File: src/rtl/caf_pkg.sv
// Shared definitions for the CAF datapath: sequencer state encoding and default widths.
package caf_pkg;

    typedef enum logic [1:0] {
        ST_FILL  = 2'd0,
        ST_ISSUE = 2'd1,
        ST_WAIT  = 2'd2,
        ST_HOLD  = 2'd3
    } ctrl_state_t;

    localparam int DEF_SAMPLE_BITS = 12;
    localparam int DEF_SUM_BITS    = 32;
    localparam int DEF_INDEX_BITS  = 16;

endpackage

File: src/rtl/sample_window_packer.sv
// Sliding window of LENGTH samples for one complex component; newest sample in slot 0
// (LSBs), oldest in the top slot. Synchronous clear and shift enable.
module sample_window_packer #(
    parameter int BITS   = 12,
    parameter int LENGTH = 8
) (
    input  logic                     clk,
    input  logic                     reset,
    input  logic                     i_shift,
    input  logic                     i_clear,
    input  logic [BITS-1:0]          i_sample,
    output logic [BITS*LENGTH-1:0]   o_vec
);

    genvar gi;
    generate
        for (gi = 0; gi < LENGTH; gi++) begin : g_slot
            logic [BITS-1:0] r_slot;
            if (gi == 0) begin : g_head
                always_ff @(posedge clk) begin
                    if (reset || i_clear) begin
                        r_slot <= '0;
                    end else if (i_shift) begin
                        r_slot <= i_sample;
                    end
                end
            end else begin : g_tail
                always_ff @(posedge clk) begin
                    if (reset || i_clear) begin
                        r_slot <= '0;
                    end else if (i_shift) begin
                        r_slot <= g_slot[gi-1].r_slot;
                    end
                end
            end
            assign o_vec[gi*BITS +: BITS] = r_slot;
        end
    endgenerate

endmodule

File: src/rtl/dot_prod_ctrl.sv
// Per-lag sequencer: packs sample pairs into sliding windows, requests one dot product
// per window and forwards the tagged result. Optional WAIT timeout: DOT_PROD_CTRL_TIMEOUT_EN.
module dot_prod_ctrl
    import caf_pkg::*;
#(
    parameter int LENGTH         = 8,
    parameter int STRIDE         = 1,
    parameter int XI_BITS        = DEF_SAMPLE_BITS,
    parameter int XQ_BITS        = DEF_SAMPLE_BITS,
    parameter int YI_BITS        = DEF_SAMPLE_BITS,
    parameter int YQ_BITS        = DEF_SAMPLE_BITS,
    parameter int SUM_I_SIZE     = DEF_SUM_BITS,
    parameter int SUM_Q_SIZE     = DEF_SUM_BITS,
    parameter int INDEX_BITS     = DEF_INDEX_BITS,
    parameter int TIMEOUT_CYCLES = 255
) (
    input  logic                          clk,
    input  logic                          reset,
    input  logic                          s_axis_sample_tvalid,
    output logic                          s_axis_sample_tready,
    input  logic [XI_BITS-1:0]            xi_in,
    input  logic [XQ_BITS-1:0]            xq_in,
    input  logic [YI_BITS-1:0]            yi_in,
    input  logic [YQ_BITS-1:0]            yq_in,
    output logic                          m_axis_x_tvalid,
    output logic                          m_axis_y_tvalid,
    output logic [XI_BITS*LENGTH-1:0]     xi,
    output logic [XQ_BITS*LENGTH-1:0]     xq,
    output logic [YI_BITS*LENGTH-1:0]     yi,
    output logic [YQ_BITS*LENGTH-1:0]     yq,
    output logic                          m_axis_product_tready,
    input  logic                          s_axis_product_tvalid,
    input  logic [SUM_I_SIZE-1:0]         i,
    input  logic [SUM_Q_SIZE-1:0]         q,
    output logic                          m_axis_result_tvalid,
    input  logic                          m_axis_result_tready,
    output logic [SUM_I_SIZE-1:0]         result_i,
    output logic [SUM_Q_SIZE-1:0]         result_q,
    output logic [INDEX_BITS-1:0]         result_index,
    output logic                          timeout_err
);

    localparam int NEED_W = $clog2(LENGTH + 1);
    localparam logic [NEED_W-1:0] NEED_FULL   = NEED_W'(LENGTH);
    localparam logic [NEED_W-1:0] NEED_STRIDE = NEED_W'(STRIDE);

    ctrl_state_t              r_state;
    ctrl_state_t              w_state_next;
    logic [NEED_W-1:0]        r_need;
    logic                     r_armed;
    logic [SUM_I_SIZE-1:0]    r_result_i;
    logic [SUM_Q_SIZE-1:0]    r_result_q;
    logic [INDEX_BITS-1:0]    r_index;

    logic w_sample_tready;
    logic w_req_valid;
    logic w_prod_tready;
    logic w_res_valid;
    logic w_accept;
    logic w_capture;
    logic w_release;
    logic w_timeout;

    // r_armed keeps every ready low for the first cycle after reset
    always_comb begin
        w_state_next    = r_state;
        w_sample_tready = 1'b0;
        w_req_valid     = 1'b0;
        w_prod_tready   = 1'b0;
        w_res_valid     = 1'b0;
        w_accept        = 1'b0;
        w_capture       = 1'b0;
        w_release       = 1'b0;
        case (r_state)
            ST_FILL: begin
                w_sample_tready = r_armed;
                w_accept        = r_armed && s_axis_sample_tvalid;
                if (w_accept && (r_need == NEED_W'(1))) begin
                    w_state_next = ST_ISSUE;
                end
            end
            ST_ISSUE: begin
                w_req_valid  = 1'b1;
                w_state_next = ST_WAIT;
            end
            ST_WAIT: begin
                w_prod_tready = 1'b1;
                w_capture     = s_axis_product_tvalid;
                if (s_axis_product_tvalid) begin
                    w_state_next = ST_HOLD;
                end else if (w_timeout) begin
                    w_state_next = ST_FILL;
                end
            end
            ST_HOLD: begin
                w_res_valid = 1'b1;
                w_release   = m_axis_result_tready;
                if (m_axis_result_tready) begin
                    w_state_next = ST_FILL;
                end
            end
            default: w_state_next = ST_FILL;
        endcase
    end

    always_ff @(posedge clk) begin
        if (reset) begin
            r_state    <= ST_FILL;
            r_need     <= NEED_FULL;
            r_armed    <= 1'b0;
            r_result_i <= '0;
            r_result_q <= '0;
            r_index    <= '0;
        end else begin
            r_state <= w_state_next;
            r_armed <= 1'b1;
            if (w_accept) begin
                r_need <= r_need - NEED_W'(1);
            end
            if (w_capture) begin
                r_result_i <= i;
                r_result_q <= q;
            end
            // a dropped window still consumes its index
            if (w_release || w_timeout) begin
                r_index <= r_index + INDEX_BITS'(1);
                r_need  <= NEED_STRIDE;
            end
        end
    end

`ifdef DOT_PROD_CTRL_TIMEOUT_EN
    localparam int WAIT_W = $clog2(TIMEOUT_CYCLES + 1);

    logic [WAIT_W-1:0] r_wait_cnt;
    logic              r_timeout_err;

    assign w_timeout = (r_state == ST_WAIT) && !s_axis_product_tvalid
                       && (r_wait_cnt == WAIT_W'(TIMEOUT_CYCLES - 1));

    always_ff @(posedge clk) begin
        if (reset) begin
            r_wait_cnt    <= '0;
            r_timeout_err <= 1'b0;
        end else begin
            r_timeout_err <= w_timeout;
            if (r_state != ST_WAIT) begin
                r_wait_cnt <= '0;
            end else begin
                r_wait_cnt <= r_wait_cnt + WAIT_W'(1);
            end
        end
    end

    assign timeout_err = r_timeout_err;
`else
    logic w_unused_timeout_cfg;
    assign w_unused_timeout_cfg = |32'(TIMEOUT_CYCLES);
    assign w_timeout            = 1'b0;
    assign timeout_err          = 1'b0;
`endif

    sample_window_packer #(.BITS(XI_BITS), .LENGTH(LENGTH)) u_pack_xi (
        .clk(clk), .reset(reset), .i_shift(w_accept), .i_clear(1'b0),
        .i_sample(xi_in), .o_vec(xi)
    );
    sample_window_packer #(.BITS(XQ_BITS), .LENGTH(LENGTH)) u_pack_xq (
        .clk(clk), .reset(reset), .i_shift(w_accept), .i_clear(1'b0),
        .i_sample(xq_in), .o_vec(xq)
    );
    sample_window_packer #(.BITS(YI_BITS), .LENGTH(LENGTH)) u_pack_yi (
        .clk(clk), .reset(reset), .i_shift(w_accept), .i_clear(1'b0),
        .i_sample(yi_in), .o_vec(yi)
    );
    sample_window_packer #(.BITS(YQ_BITS), .LENGTH(LENGTH)) u_pack_yq (
        .clk(clk), .reset(reset), .i_shift(w_accept), .i_clear(1'b0),
        .i_sample(yq_in), .o_vec(yq)
    );

    assign s_axis_sample_tready  = w_sample_tready;
    assign m_axis_x_tvalid       = w_req_valid;
    assign m_axis_y_tvalid       = w_req_valid;
    assign m_axis_product_tready = w_prod_tready;
    assign m_axis_result_tvalid  = w_res_valid;
    assign result_i              = r_result_i;
    assign result_q              = r_result_q;
    assign result_index          = r_index;

endmodule

File: config.mk
export PLATFORM = sky130hd
export DESIGN_NAME = dot_prod_ctrl
export DESIGN_NICKNAME = d
export VERILOG_FILES = /design/src/rtl/caf_pkg.sv /design/src/rtl/sample_window_packer.sv /design/src/rtl/dot_prod_ctrl.sv
export SDC_FILE = /design/constraint.sdc
export NUM_CORES = 1
export LEC_CHECK = 0
export ABC_AREA = 1
export ABC_CLOCK_PERIOD_IN_PS = 1920
export CAP_MARGIN = 40
export CORE_AREA = 3 3 225 227
export CTS_CLUSTER_SIZE = 10
export DETAILED_ROUTE_END_ITERATION = 8
export DIE_AREA = 0 0 228 230
export HOLD_SLACK_MARGIN = 0.12
export PLACE_DENSITY = 0.81
export REMOVE_ABC_BUFFERS = 1
export SYNTH_ARGS = -nofsm -noshare
export SYNTH_HDL_FRONTEND = slang
export SYNTH_HIERARCHICAL = 1
export SYNTH_SLANG_ARGS = --single-unit
File: constraint.sdc
create_clock -name clk -period 1.92 [get_ports clk]
set_input_delay 0.192 -clock clk [delete_from_list [all_inputs] [get_ports clk]]
set_output_delay 0.192 -clock clk [all_outputs]
set_load 0.005 [all_outputs]
==> results_dict.tcl <==
set metrics [dict create \
    status "complete, no violations" \
    drv_slew 0 \
    synth.top_cell.area_share 0.492 \
    gp_congestion 0.881 \
    nets 3600 \
    fillers 4485 \
    finalCriticalPeriod_ns 1.88 \
    wirelength_um 56700 \
    syn_avg_cell_area_um2 6.59 \
    clk_latency_ns 0.59 \
    vias 18100 \
    yosysUniqueCellTypes 26 \
    ir_drop_uv 767 \
    cts_max_path_buffers 3 \
    ant_nets 0 \
    synth-async-reset-ratio 0 \
    dieHeight_um 230 \
    rsz0062_at_grt "true" \
    crit_slowest_cell "clkdlybuf4s50_1" \
    hold_slack_ns 0.202 \
    worstSetupEndpointType "output pin" \
    ys_top_cells_by_area "dfxtp_1 (49%), nor2_1 (18%), nand2_1 (16%)" \
    drt_iter0_drc 877 \
    synth_ff_type "dfxtp_1" \
    rows 81 \
    hold_violations 0 \
    io_pins 587 \
    cts.sinks 471 \
    cp.required_ns 1.73 \
    die_w_um 228 \
    clock_skew_ns 0.0267 \
    core_area_um2 48800 \
    finalSetupViolations 0 \
    synth-edff-count 0 \
    globalRouteOverflowTotal 0 \
    fmax_mhz 532 \
    dpl.cell_count 4081 \
    cts_made_buffers 54 \
    p_sw_frac 0.270 \
    synthesis.area_um2 19200 \
    drc 0 \
    layoutNonFillerInstCount 4152 \
    p_per_area_nw_per_um2 886 \
    path_class "reg -> out" \
    pre_cts_ws_ns 0.0951 \
    cp_cell_sequence "inv_2 > ha_4 > clkdlybuf4s50_1" \
    dp_hpwl_um 41100 \
    hold_class "in -> reg" \
    avgRoutedWirePerCell_um 13.7 \
    antenna_found_initial 1 \
    syn_inst 2907 \
    worstPathMaxFanout 4 \
    h-tree-depth 2 \
    cts-root-buf "clkbuf_16" \
    p_sw_w 0.00657 \
    portBuffers 585 \
    initial_core_util 0.392 \
    seqPwrFrac 0.440 \
    timing.final.ws_setup_ns 0.0394 \
    combPwrFrac 0.190 \
    p_clk_frac 0.369 \
    grt_pass1_wl_um 87300 \
    dr.pass1.iters 5 \
    yosysMostFrequentCell "nor2_1" \
    grt_pass1_vias 16300 \
    max_stage_delay_ns 0.50 \
    period_share 0.979 \
    ys_ff_latch 471 \
    p_int_w 0.0177 \
    critPathArrivalTime_ns 1.69 \
    p_total_w 0.0243 \
    areaGrowthSynthToFinish_pct 43.2 \
    dieArea_um2 52400 \
    ys_seq_area_frac 0.492 \
    drive_above_1_share 0.0442 \
    yosysTopAreaCell "dfxtp_1" \
    cap_violations 0 \
    cp-start-kind "flop" \
    viasPerCell 4.37 \
    synthTopCellsByCount "nor2_1 (929), nand2_1 (815), dfxtp_1 (471)" \
    cts_tree "built" \
    grt_start_max_net_pins 119 \
    path_clk_slew_ns 0.06 \
    grtUsageTotal 0.204 \
    yosys_warnings 6 \
    power_leakage_nw 10.6 \
]
==> final timing paths <==
path,startpoint,end,slack (ns),depth (start not counted)
worst max-delay path,r_state[1],m_axis_y_tvalid,0.04,3
worst min-delay path,xi_in[6],u_pack_xi/g_slot[0].r_slot[6],0.20,5
worst max register to register,r_state[0],u_pack_yq/g_slot[3].r_slot[1],0.11,9
worst min register to register,u_pack_yq/g_slot[7].r_slot[10],u_pack_yq/g_slot[7].r_slot[10],0.47,2
==> cell type report <==
cell class              count  area (µm²)  share of cell area
clock inverters             5        47.5             0.00173
inverters                 417        1570              0.0571
diodes                      1        2.50           0.0000913
flip-flops and latches    471        9430               0.344
multi-input cells        1875        7350               0.268
well taps                 664         831              0.0303
clock buffers              63        1430              0.0520
repair buffers            656        6770               0.247
==> per-layer routing <==
| metal | vias up | share of wire | global-route usage |
|---|---|---|---|
| met5 | - | 0 | 0 |
| met4 | 0 | 0.051 | 0.104 |
| met3 | 149 | 0.061 | 0.0513 |
| met2 | 469 | 0.48 | 0.358 |
| met1 | 8038 | 0.40 | 0.230 |
| li1 | 9476 | - | - |
==> layout by cell type (no fill, tap or decap), drive strengths merged <==
master         instances
buf                   70
nand3                 10
nor2                 939
diode                  1
a31oi                  1
and3                   1
a21oi                 10
conb                   5
dlygate4sd2            5
clkdlybuf4s50        580
nand2                815
nand4                  6
clkbuf                64
clkinv                 5
inv                  417
o21bai                 2
o21ai                 73
ha                     8
xor2                   1
dfxtp                471
nor3                   4
==> cell families (layout without fill, tap and decap cells) <==
family	count (synthesis)	in the layout	share of synthesized area
XOR/XNOR	1	1	0.000457
other	1	6	0.000196
adder cells (fa/ha/maj)	8	8	0.00523
AND/OR/NAND/NOR	1775	1775	0.353
AO/OA/AOI/OAI	86	86	0.0228
buffers and inverters	565	1141	0.126
flip-flops	471	471	0.492
==> power by group through the flow <==
| stage | combinational (W) | sequential, W | clock [W] |
|---|---|---|---|
| floorplan | 0.00297 | 0.0107 | 0 |
| global placement | 0.00449 | 0.0109 | 0 |
| detailed placement | 0.00457 | 0.0109 | 0 |
| CTS | 0.00461 | 0.0107 | 0.00923 |
| global route | 0.00519 | 0.0108 | 0.00960 |
| finish | 0.00462 | 0.0107 | 0.00898 |
==> critical path: cells and delay by family, from the launching register on <==
family / cells / cell delay, ns
flip-flops: 1 / 0.34
buffers and inverters: 2 / 0.60
adder cells (fa/ha/maj): 1 / 0.15
==> through the flow <==
stage / utilization / cell area [µm²] / setup TNS [ns]
floorplan: - / 18300 / -5220.43
global placement: 0.530 / 25900 / 0
detailed placement: 0.530 / 25900 / 0
CTS: 0.561 / 27400 / 0
global route: 0.561 / 27400 / -0.0119
finish: 0.561 / 27400 / 0
==> sequential cells by signal (all words and copies together), names as in the netlist <==
| register | flops |
|---|---|
| r_armed | 1 |
| r_need | 4 |
| r_state | 2 |
| result_i | 32 |
| result_index | 16 |
| result_q | 32 |
| u_pack_xi/g_slot.r_slot | 96 |
| u_pack_xq/g_slot.r_slot | 96 |
| u_pack_yi/g_slot.r_slot | 96 |
| u_pack_yq/g_slot.r_slot | 96 |
==> repair_timing <==
item,in CTS,in global routing
setup buffers,0,1
hold buffers,0,0
pin swaps,0,1
cloned,0,1
setup endpoints to repair,6,25
resized for setup,12,1
No activity file was read; power rests on OpenSTA's default activity.
